## src/rtl/muldiv_unit.sv

```systemverilog
// -----------------------------------------------------------------------------
// muldiv_unit
//   Iterative integer multiply/divide unit, one result bit per clock.
//   Multiply uses a radix-2 shift-add loop; divide uses a restoring
//   shift-subtract loop. Both loops work on operand magnitudes. A final
//   fix-up cycle applies the two's-complement sign correction.
//
// Ports
//   clk    : single clock, all state changes on the rising edge
//   reset  : synchronous, active-high; forces IDLE and clears every output
//   start  : request a new operation (honoured only when not busy)
//   mode   : 00 MULT (signed), 01 MULTU, 10 DIV (signed), 11 DIVU
//   a, b   : multiplicand/multiplier or dividend/divisor
//   hi, lo : result; {hi,lo} = product, or hi = remainder / lo = quotient
//   busy   : operation in progress (RUN and FIX states)
//   done   : one-cycle pulse, result or dzero valid
//   dzero  : divide-by-zero flag for the last operation
// -----------------------------------------------------------------------------
module muldiv_unit #(
    parameter int WIDTH = 32
) (
    input  logic             clk,
    input  logic             reset,
    input  logic             start,
    input  logic [1:0]       mode,
    input  logic [WIDTH-1:0] a,
    input  logic [WIDTH-1:0] b,
    output logic [WIDTH-1:0] hi,
    output logic [WIDTH-1:0] lo,
    output logic             busy,
    output logic             done,
    output logic             dzero
);

    // Counter spans 0..WIDTH: slot 0 conditions the operands, slots 1..WIDTH
    // each perform one iteration step.
    localparam int              CW       = $clog2(WIDTH) + 1;
    localparam logic [CW-1:0]   CNT_ZERO = {CW{1'b0}};
    localparam logic [CW-1:0]   CNT_ONE  = {{(CW-1){1'b0}}, 1'b1};
    localparam logic [CW-1:0]   CNT_LAST = CW'(WIDTH);

    localparam logic [1:0] ST_IDLE = 2'd0;
    localparam logic [1:0] ST_RUN  = 2'd1;
    localparam logic [1:0] ST_FIX  = 2'd2;
    localparam logic [1:0] ST_DONE = 2'd3;

    // Magnitude of an operand; unsigned operations pass it through untouched.
    function automatic logic [WIDTH-1:0] abs_val(input logic [WIDTH-1:0] v,
                                                 input logic            is_signed);
        logic [WIDTH-1:0] r;
        if (is_signed && v[WIDTH-1]) begin
            r = {WIDTH{1'b0}} - v;
        end else begin
            r = v;
        end
        return r;
    endfunction

    // Conditional two's-complement negation of a WIDTH-bit value.
    function automatic logic [WIDTH-1:0] cond_neg(input logic [WIDTH-1:0] v,
                                                  input logic            neg);
        logic [WIDTH-1:0] r;
        if (neg) begin
            r = {WIDTH{1'b0}} - v;
        end else begin
            r = v;
        end
        return r;
    endfunction

    logic [1:0]         state_r;
    logic [CW-1:0]      cnt_r;
    logic [1:0]         mode_r;
    logic [WIDTH-1:0]   rem_r;      // upper half: partial product or remainder
    logic [WIDTH-1:0]   quo_r;      // lower half: multiplier/product or quotient
    logic [WIDTH-1:0]   dvs_r;      // multiplicand or divisor magnitude
    logic               neg_q_r;    // product / quotient sign
    logic               neg_r_r;    // remainder sign
    logic [WIDTH-1:0]   hi_r;
    logic [WIDTH-1:0]   lo_r;
    logic               busy_r;
    logic               done_r;
    logic               dzero_r;

    logic               is_div_s;
    logic               is_signed_s;
    logic [WIDTH:0]     mul_sum_s;
    logic [WIDTH:0]     div_sh_s;
    logic               div_ge_s;
    logic [WIDTH-1:0]   step_rem_s;
    logic [WIDTH-1:0]   step_quo_s;
    logic [2*WIDTH-1:0] prod_s;
    logic [2*WIDTH-1:0] prod_fix_s;
    logic [WIDTH-1:0]   fix_hi_s;
    logic [WIDTH-1:0]   fix_lo_s;

    // One iteration step of either the shift-add multiply or restoring divide.
    always_comb begin
        is_div_s    = mode_r[1];
        is_signed_s = ~mode_r[0];
        mul_sum_s   = {1'b0, rem_r} + (quo_r[0] ? {1'b0, dvs_r} : {(WIDTH+1){1'b0}});
        div_sh_s    = {rem_r, quo_r[WIDTH-1]};
        div_ge_s    = (div_sh_s >= {1'b0, dvs_r});
        step_rem_s  = rem_r;
        step_quo_s  = quo_r;
        if (is_div_s) begin
            // When the trial subtract succeeds the true difference is below
            // the divisor, so modular WIDTH-bit subtraction is exact.
            if (div_ge_s) begin
                step_rem_s = div_sh_s[WIDTH-1:0] - dvs_r;
            end else begin
                step_rem_s = div_sh_s[WIDTH-1:0];
            end
            step_quo_s = {quo_r[WIDTH-2:0], div_ge_s};
        end else begin
            step_rem_s = mul_sum_s[WIDTH:1];
            step_quo_s = {mul_sum_s[0], quo_r[WIDTH-1:1]};
        end
    end

    // Sign correction applied in the FIX cycle.
    always_comb begin
        prod_s     = {rem_r, quo_r};
        prod_fix_s = neg_q_r ? ({(2*WIDTH){1'b0}} - prod_s) : prod_s;
        if (is_div_s) begin
            fix_lo_s = cond_neg(quo_r, neg_q_r);
            fix_hi_s = cond_neg(rem_r, neg_r_r);
        end else begin
            fix_hi_s = prod_fix_s[2*WIDTH-1:WIDTH];
            fix_lo_s = prod_fix_s[WIDTH-1:0];
        end
    end

    // Control FSM and datapath registers.
    always_ff @(posedge clk) begin
        if (reset) begin
            state_r <= ST_IDLE;
            cnt_r   <= CNT_ZERO;
            mode_r  <= 2'b00;
            rem_r   <= {WIDTH{1'b0}};
            quo_r   <= {WIDTH{1'b0}};
            dvs_r   <= {WIDTH{1'b0}};
            neg_q_r <= 1'b0;
            neg_r_r <= 1'b0;
            hi_r    <= {WIDTH{1'b0}};
            lo_r    <= {WIDTH{1'b0}};
            busy_r  <= 1'b0;
            done_r  <= 1'b0;
            dzero_r <= 1'b0;
        end else begin
            case (state_r)
                ST_IDLE, ST_DONE: begin
                    done_r <= 1'b0;
                    if (start) begin
                        // Raw operands are latched; magnitudes are taken in
                        // the first RUN slot to keep the accept path short.
                        mode_r  <= mode;
                        quo_r   <= a;
                        dvs_r   <= b;
                        rem_r   <= {WIDTH{1'b0}};
                        cnt_r   <= CNT_ZERO;
                        dzero_r <= 1'b0;
                        busy_r  <= 1'b1;
                        state_r <= ST_RUN;
                    end else begin
                        busy_r  <= 1'b0;
                        state_r <= ST_IDLE;
                    end
                end
                ST_RUN: begin
                    if (cnt_r == CNT_ZERO) begin
                        if (is_div_s && (dvs_r == {WIDTH{1'b0}})) begin
                            // Divide by zero: report at once, results untouched.
                            dzero_r <= 1'b1;
                            done_r  <= 1'b1;
                            busy_r  <= 1'b0;
                            state_r <= ST_DONE;
                        end else begin
                            quo_r   <= abs_val(quo_r, is_signed_s);
                            dvs_r   <= abs_val(dvs_r, is_signed_s);
                            neg_q_r <= is_signed_s & (quo_r[WIDTH-1] ^ dvs_r[WIDTH-1]);
                            neg_r_r <= is_signed_s & quo_r[WIDTH-1];
                            cnt_r   <= CNT_ONE;
                        end
                    end else begin
                        rem_r <= step_rem_s;
                        quo_r <= step_quo_s;
                        cnt_r <= cnt_r + CNT_ONE;
                        if (cnt_r == CNT_LAST) begin
                            state_r <= ST_FIX;
                        end else begin
                            state_r <= ST_RUN;
                        end
                    end
                end
                ST_FIX: begin
                    hi_r    <= fix_hi_s;
                    lo_r    <= fix_lo_s;
                    done_r  <= 1'b1;
                    busy_r  <= 1'b0;
                    state_r <= ST_DONE;
                end
                default: begin
                    busy_r  <= 1'b0;
                    done_r  <= 1'b0;
                    state_r <= ST_IDLE;
                end
            endcase
        end
    end

    assign hi    = hi_r;
    assign lo    = lo_r;
    assign busy  = busy_r;
    assign done  = done_r;
    assign dzero = dzero_r;

endmodule
```

## config.mk

```make
export PLATFORM = sky130hd
export DESIGN_NAME = muldiv_unit
export DESIGN_NICKNAME = d
export VERILOG_FILES = /design/src/rtl/muldiv_unit.sv
export SDC_FILE = /design/constraint.sdc
export NUM_CORES = 1
export LEC_CHECK = 0
export CORE_AREA = 2 2 155 157
export CTS_BUF_LIST = sky130_fd_sc_hd__clkbuf_16
export DETAILED_ROUTE_END_ITERATION = 10
export DIE_AREA = 0 0 157 159
export PLACE_DENSITY = 0.8
export SETUP_SLACK_MARGIN = 0.02
export SLEW_MARGIN = 5
export SYNTH_ARGS = -nofsm -noshare
export SYNTH_HDL_FRONTEND = slang
export SYNTH_SLANG_ARGS = --single-unit
```

## constraint.sdc

```tcl
create_clock -name clk -period 10.05 [get_ports clk]
set_clock_uncertainty 0.2 [all_clocks]
set_input_delay 2.5125 -clock clk [delete_from_list [all_inputs] [get_ports clk]]
set_output_delay 2.5125 -clock clk [all_outputs]
set_load 0.03 [all_outputs]
```

Word level (Yosys, flattened, before mapping) --
Index checks and enable logic that the tools add are counted.
Storage, ports and cells: flip-flop bits (word level) 175, memories kept 0, memory bits (writable) 0, bits in latches 0, logic and storage cells 95, output and inout bits 67, memory bits (read-only) 0
Cells by class: equality and inequality tests 13, bitwise logic cells 5, $lt $le $gt $ge 1, shift operators 0, div/mod/pow operators 0, $mul 0, mux-type cells 40, $add $sub $neg 7, reduce and logical (&&, ||, !) cells 16
Operator list (count):
- $mux 32 | 18
- $pmux 32 s2 | 3
- $sub 1x32->32 const A | 3
- $mux 64 | 1
- $sub 1x64->64 const A | 1
- $add 32x32->33 | 1
- $ge 33x32->1 | 1
- $logic_not 32->1 | 1
- $sub 32x32->32 | 1
- $mux 6 | 3
- $ne 2x2->1 const B | 6
- $pmux 6 s2 | 1
- $ne 3x3->1 const B | 3
- $reduce_and 3->1 | 3
- $reduce_and 4->1 | 2
- $mux 1 | 7
- $add 6x1->6 const B | 1
- $eq 6x6->1 const B | 1
- $logic_not 6->1 | 1
- $mux 2 | 3
- $pmux 1 s3 | 2
- $pmux 2 s3 | 1
- $reduce_and 5->1 | 1
- $eq 2x2->1 const B | 2
- other kinds (10) | 15

Depth between registers and ports, before layout --
depth in word-level cells 6, gate-level depth with buffers 15

Least setup slack after synthesis --
No wires, ideal clock.
path kind in2reg, start input start, end register dvs_r[30], required time 9780 ps, setup time 70 ps, stages 7, path slack 6031 ps, arrival time 3749 ps, cells stage by stage nor2b_1 > or2_2 > a21oi_1 > clkbuf_1 > o311a_1 > o21ai_0 > a21oi_1
Between the ends: longest elaborated chain between the ends 2
RTL lines:
- from (decl) | line 24 | input logic start,
- $ne 2x2->1 (no source line)
- $reduce_and 5->1 (no source line)
- to (signal assigned) | line 142 | dvs_r <= {WIDTH{1'b0}};
- to (signal assigned) | line 180 | dvs_r <= abs_val(dvs_r, is_signed_s);
- to (decl) | line 76 | logic [WIDTH-1:0] dvs_r;
Every way passes these cells. A chain may end at the register's enable or synchronous reset.

Worst setup path after layout --
start input start, end register dvs_r[5]
The elaborated chain is that of the path after synthesis.

==> out/metrics.yaml <==
clk_latency_ps: 450
gr-usage-all-layers: 0.335
tightest_slew_ps: 1230
h-tree-depth: 4
grt_use_met1: 0.475
path_max_fanout: 15
synth_area_leaders: "dfxtp_1, nor2_1, ha_1"
yosysMostFrequentCell: "nor2_1"
grt_pass1_wl_um: 68000
grt_pass1_vias: 13000
tns_ps: 0
slew_violations: 0
ys_seq_area_frac: 0.254
ys.flop_type: "dfxtp_1"
setup_viol: 0
ir_drop_mv: 0.143
die_w_um: 157
crit_top_cell: "a21oi_1"
p_total_w: 0.00313
ys_warn_count: 0
p_leak_nw: 6.19
design.die.area_um2: 25000
die_h_um: 159
grt-ovfl-total: 0
synthCells: 1874
max_freq_ghz: 0.207
arrival_ps: 5000
ys_types: 82
crit_path_end_kind: "flop"
rsz0062_at_grt: "false"
dpl.hpwl_um: 31300
cpPeakStageDelay_ps: 940
cts_sinks: 175
drive_gt1_frac: 0.0452
synth_seq_cells: 175
finalCriticalPeriod_ps: 4840
hold_viol: 0
min_path_type: "flop to flop"
clk_path_buf_depth: 2
wl_per_cell_um: 19.1
post_cts_resized: 0
crit_slowest_cell: "a21oi_1"
n_antenna_cell: 0
status: "complete, no violations"
cts_tree: "built"
synth_top_family_by_area: "compound AO/OA/AOI/OAI gates"
crit_required_ps: 10220
maxCapViolCount: 0
place.gp.congestion: 0.947
dr.pass1.iters: 5
drtIter0Drc: 1517
io_pins: 136
drc: 0
synthMuxAreaShare: 0.0481
fin_nets: 2055
post_cts_buffers: 0
post-route-period-util: 0.481
fin_cells: 2245
routed_via_density: 6.31
gr-usage-met3: 0.0558
antenna_found_initial: 0
initial_core_util: 0.595
postCtsHoldBufs: 0
met2_usage: 0.517
grt_max_degree: 78
drt-total-wl_um: 43000
critical_path.cell_chain: "clkdlybuf4s50_1, nor2b_1, or2_2, a21oi_1, and3_1, o21ai_0, a21oi_1"
synth-simple-area-share: 0.222
synth_top_area_share: 0.254
area_growth_pct: 14.1
netlist_top_cells_count: "nor2_1, a21oi_1, dfxtp_1"
cts_made_buffers: 17
synth_compound_area_frac: 0.271
core-area_um2: 23200
synth_fa_ha_area_frac: 0.0673
pwr_density_cell_nw_per_um2: 199
placedCellCount: 2213
path_class: "input port to flop"
vias: 14200
slew_headroom: 0.182
root_buffer: "clkbuf_16"
synth_nets: 2016
postRouteAntennaNets: 0
synth_top_area_cell: "dfxtp_1"
clk_pin_slew_worst_paths_ps: 70
cp-start-kind: "input port"
port-buffer-count: 135
synth_xor_area_frac: 0.0813
avgSynthCellArea_um2: 7.36
synth-edff-count: 0
async_flop_share: 0
busiest_layer: "met2"
rows: 56
syn_area_um2: 13800
-- layout by cell type (no fill, tap or decap), types with 8 or more instances in the layout --
| cell | Yosys | layout |
|---|---|---|
| nand2b_1 | 12 | 12 |
| xor2_1 | 70 | 70 |
| nand2_1 | 149 | 149 |
| inv_1 | 61 | 62 |
| or4_1 | 15 | 15 |
| o21a_1 | 11 | 11 |
| dfxtp_1 | 175 | 174 |
| clkbuf_16 | 0 | 17 |
| a21oi_1 | 176 | 175 |
| o21ai_0 | 121 | 121 |
| a211oi_1 | 82 | 82 |
| and2_1 | 10 | 10 |
| nor2_1 | 274 | 271 |
| nor4_1 | 20 | 20 |
| ha_1 | 71 | 69 |
| clkdlybuf4s50_1 | 0 | 134 |
| or3_1 | 17 | 17 |
| o211ai_1 | 15 | 15 |
| nor3_1 | 45 | 45 |
| nand4_1 | 13 | 13 |
| o31ai_1 | 14 | 14 |
| a21o_1 | 33 | 33 |
| mux2i_1 | 64 | 64 |
| or2_2 | 8 | 8 |
| and3_1 | 15 | 15 |
| buf_4 | 0 | 17 |
| xnor2_1 | 58 | 58 |
| a31oi_1 | 12 | 12 |
| nand3_1 | 28 | 28 |
| a22oi_1 | 61 | 61 |
| nor2b_1 | 17 | 16 |
-- flip-flops by register name, indices dropped and copies added, names as in the netlist --
register,cells
neg_r_r,1
dvs_r,32
busy,1
done,1
quo_r,32
cnt_r,6
lo,32
mode_r,2
state_r,2
dzero,1
rem_r,32
neg_q_r,1
hi,32
-- metrics by stage --
stage / hold slack (ps) / utilization / worst slack [ps] / area (um2)
final: 281 / 0.678 / 5210 / 15700
after global routing: 298 / 0.678 / 5140 / 15700
after CTS: 283 / 0.678 / 5280 / 15700
after detailed placement: 273 / 0.653 / 4850 / 15200
after global placement: 270 / 0.653 / 4900 / 15200
after floorplan: 259 / - / 6030 / 13800
-- cell families (layout without fill, tap and decap cells) --
logic type               count (synthesis)  in the layout
flip-flops                             175            175
multiplexers                            66             66
XOR/XNOR                               128            128
buffers and inverters                  192            244
adder cells (fa/ha/maj)                 73             73
AO/OA/AOI/OAI                          588            588
AND/OR/NAND/NOR                        652            652
-- power by group --
group / switching (W) / internal [W] / total [W] / leakage, nW
sequential: 0.000158 / 0.000790 / 0.000949 / 1.43
clock: 0.000320 / 0.000351 / 0.000671 / 0.285
combinational: 0.000935 / 0.000577 / 0.00151 / 4.48
total: 0.00141 / 0.00172 / 0.00313 / 6.19
-- path summary, 6_finish.rpt --
check        cells after the start  slack (ps)                endpoint             startpoint
max                              7        5210   dvs_r[5]$_SDFFE_PP0P_                  start
min reg2reg                      2         280      hi[1]$_SDFFE_PP0P_     hi[1]$_SDFFE_PP0P_
min                              2         280      hi[1]$_SDFFE_PP0P_     hi[1]$_SDFFE_PP0P_
max reg2reg                     13        5600  rem_r[29]$_SDFFE_PP0P_  quo_r[0]$_SDFFE_PP0P_
-- layer usage --
| metal | vias up | share of wire |
|---|---|---|
| li1 | 6833 | - |
| met2 | 659 | 0.44 |
| met3 | 76 | 0.087 |
| met4 | 0 | 0.029 |
| met5 | - | 0 |
| met1 | 6607 | 0.44 |
-- cell type report --
type,count,area [um2]
multi-input combinational,1507,9550
timing repair buffer,151,1470
fill,2009,7460
tap,319,399
clock inverter,15,154
sequential,175,3500
clock buffer,17,425
inverter,61,229
-- critical path: cells and delay by family --
kind            cells  cell delay [ps]
compound gates      3             1240
buf+inv             1              490
simple gates        3              750
Note: power is estimated with default switching activity, not from simulation.
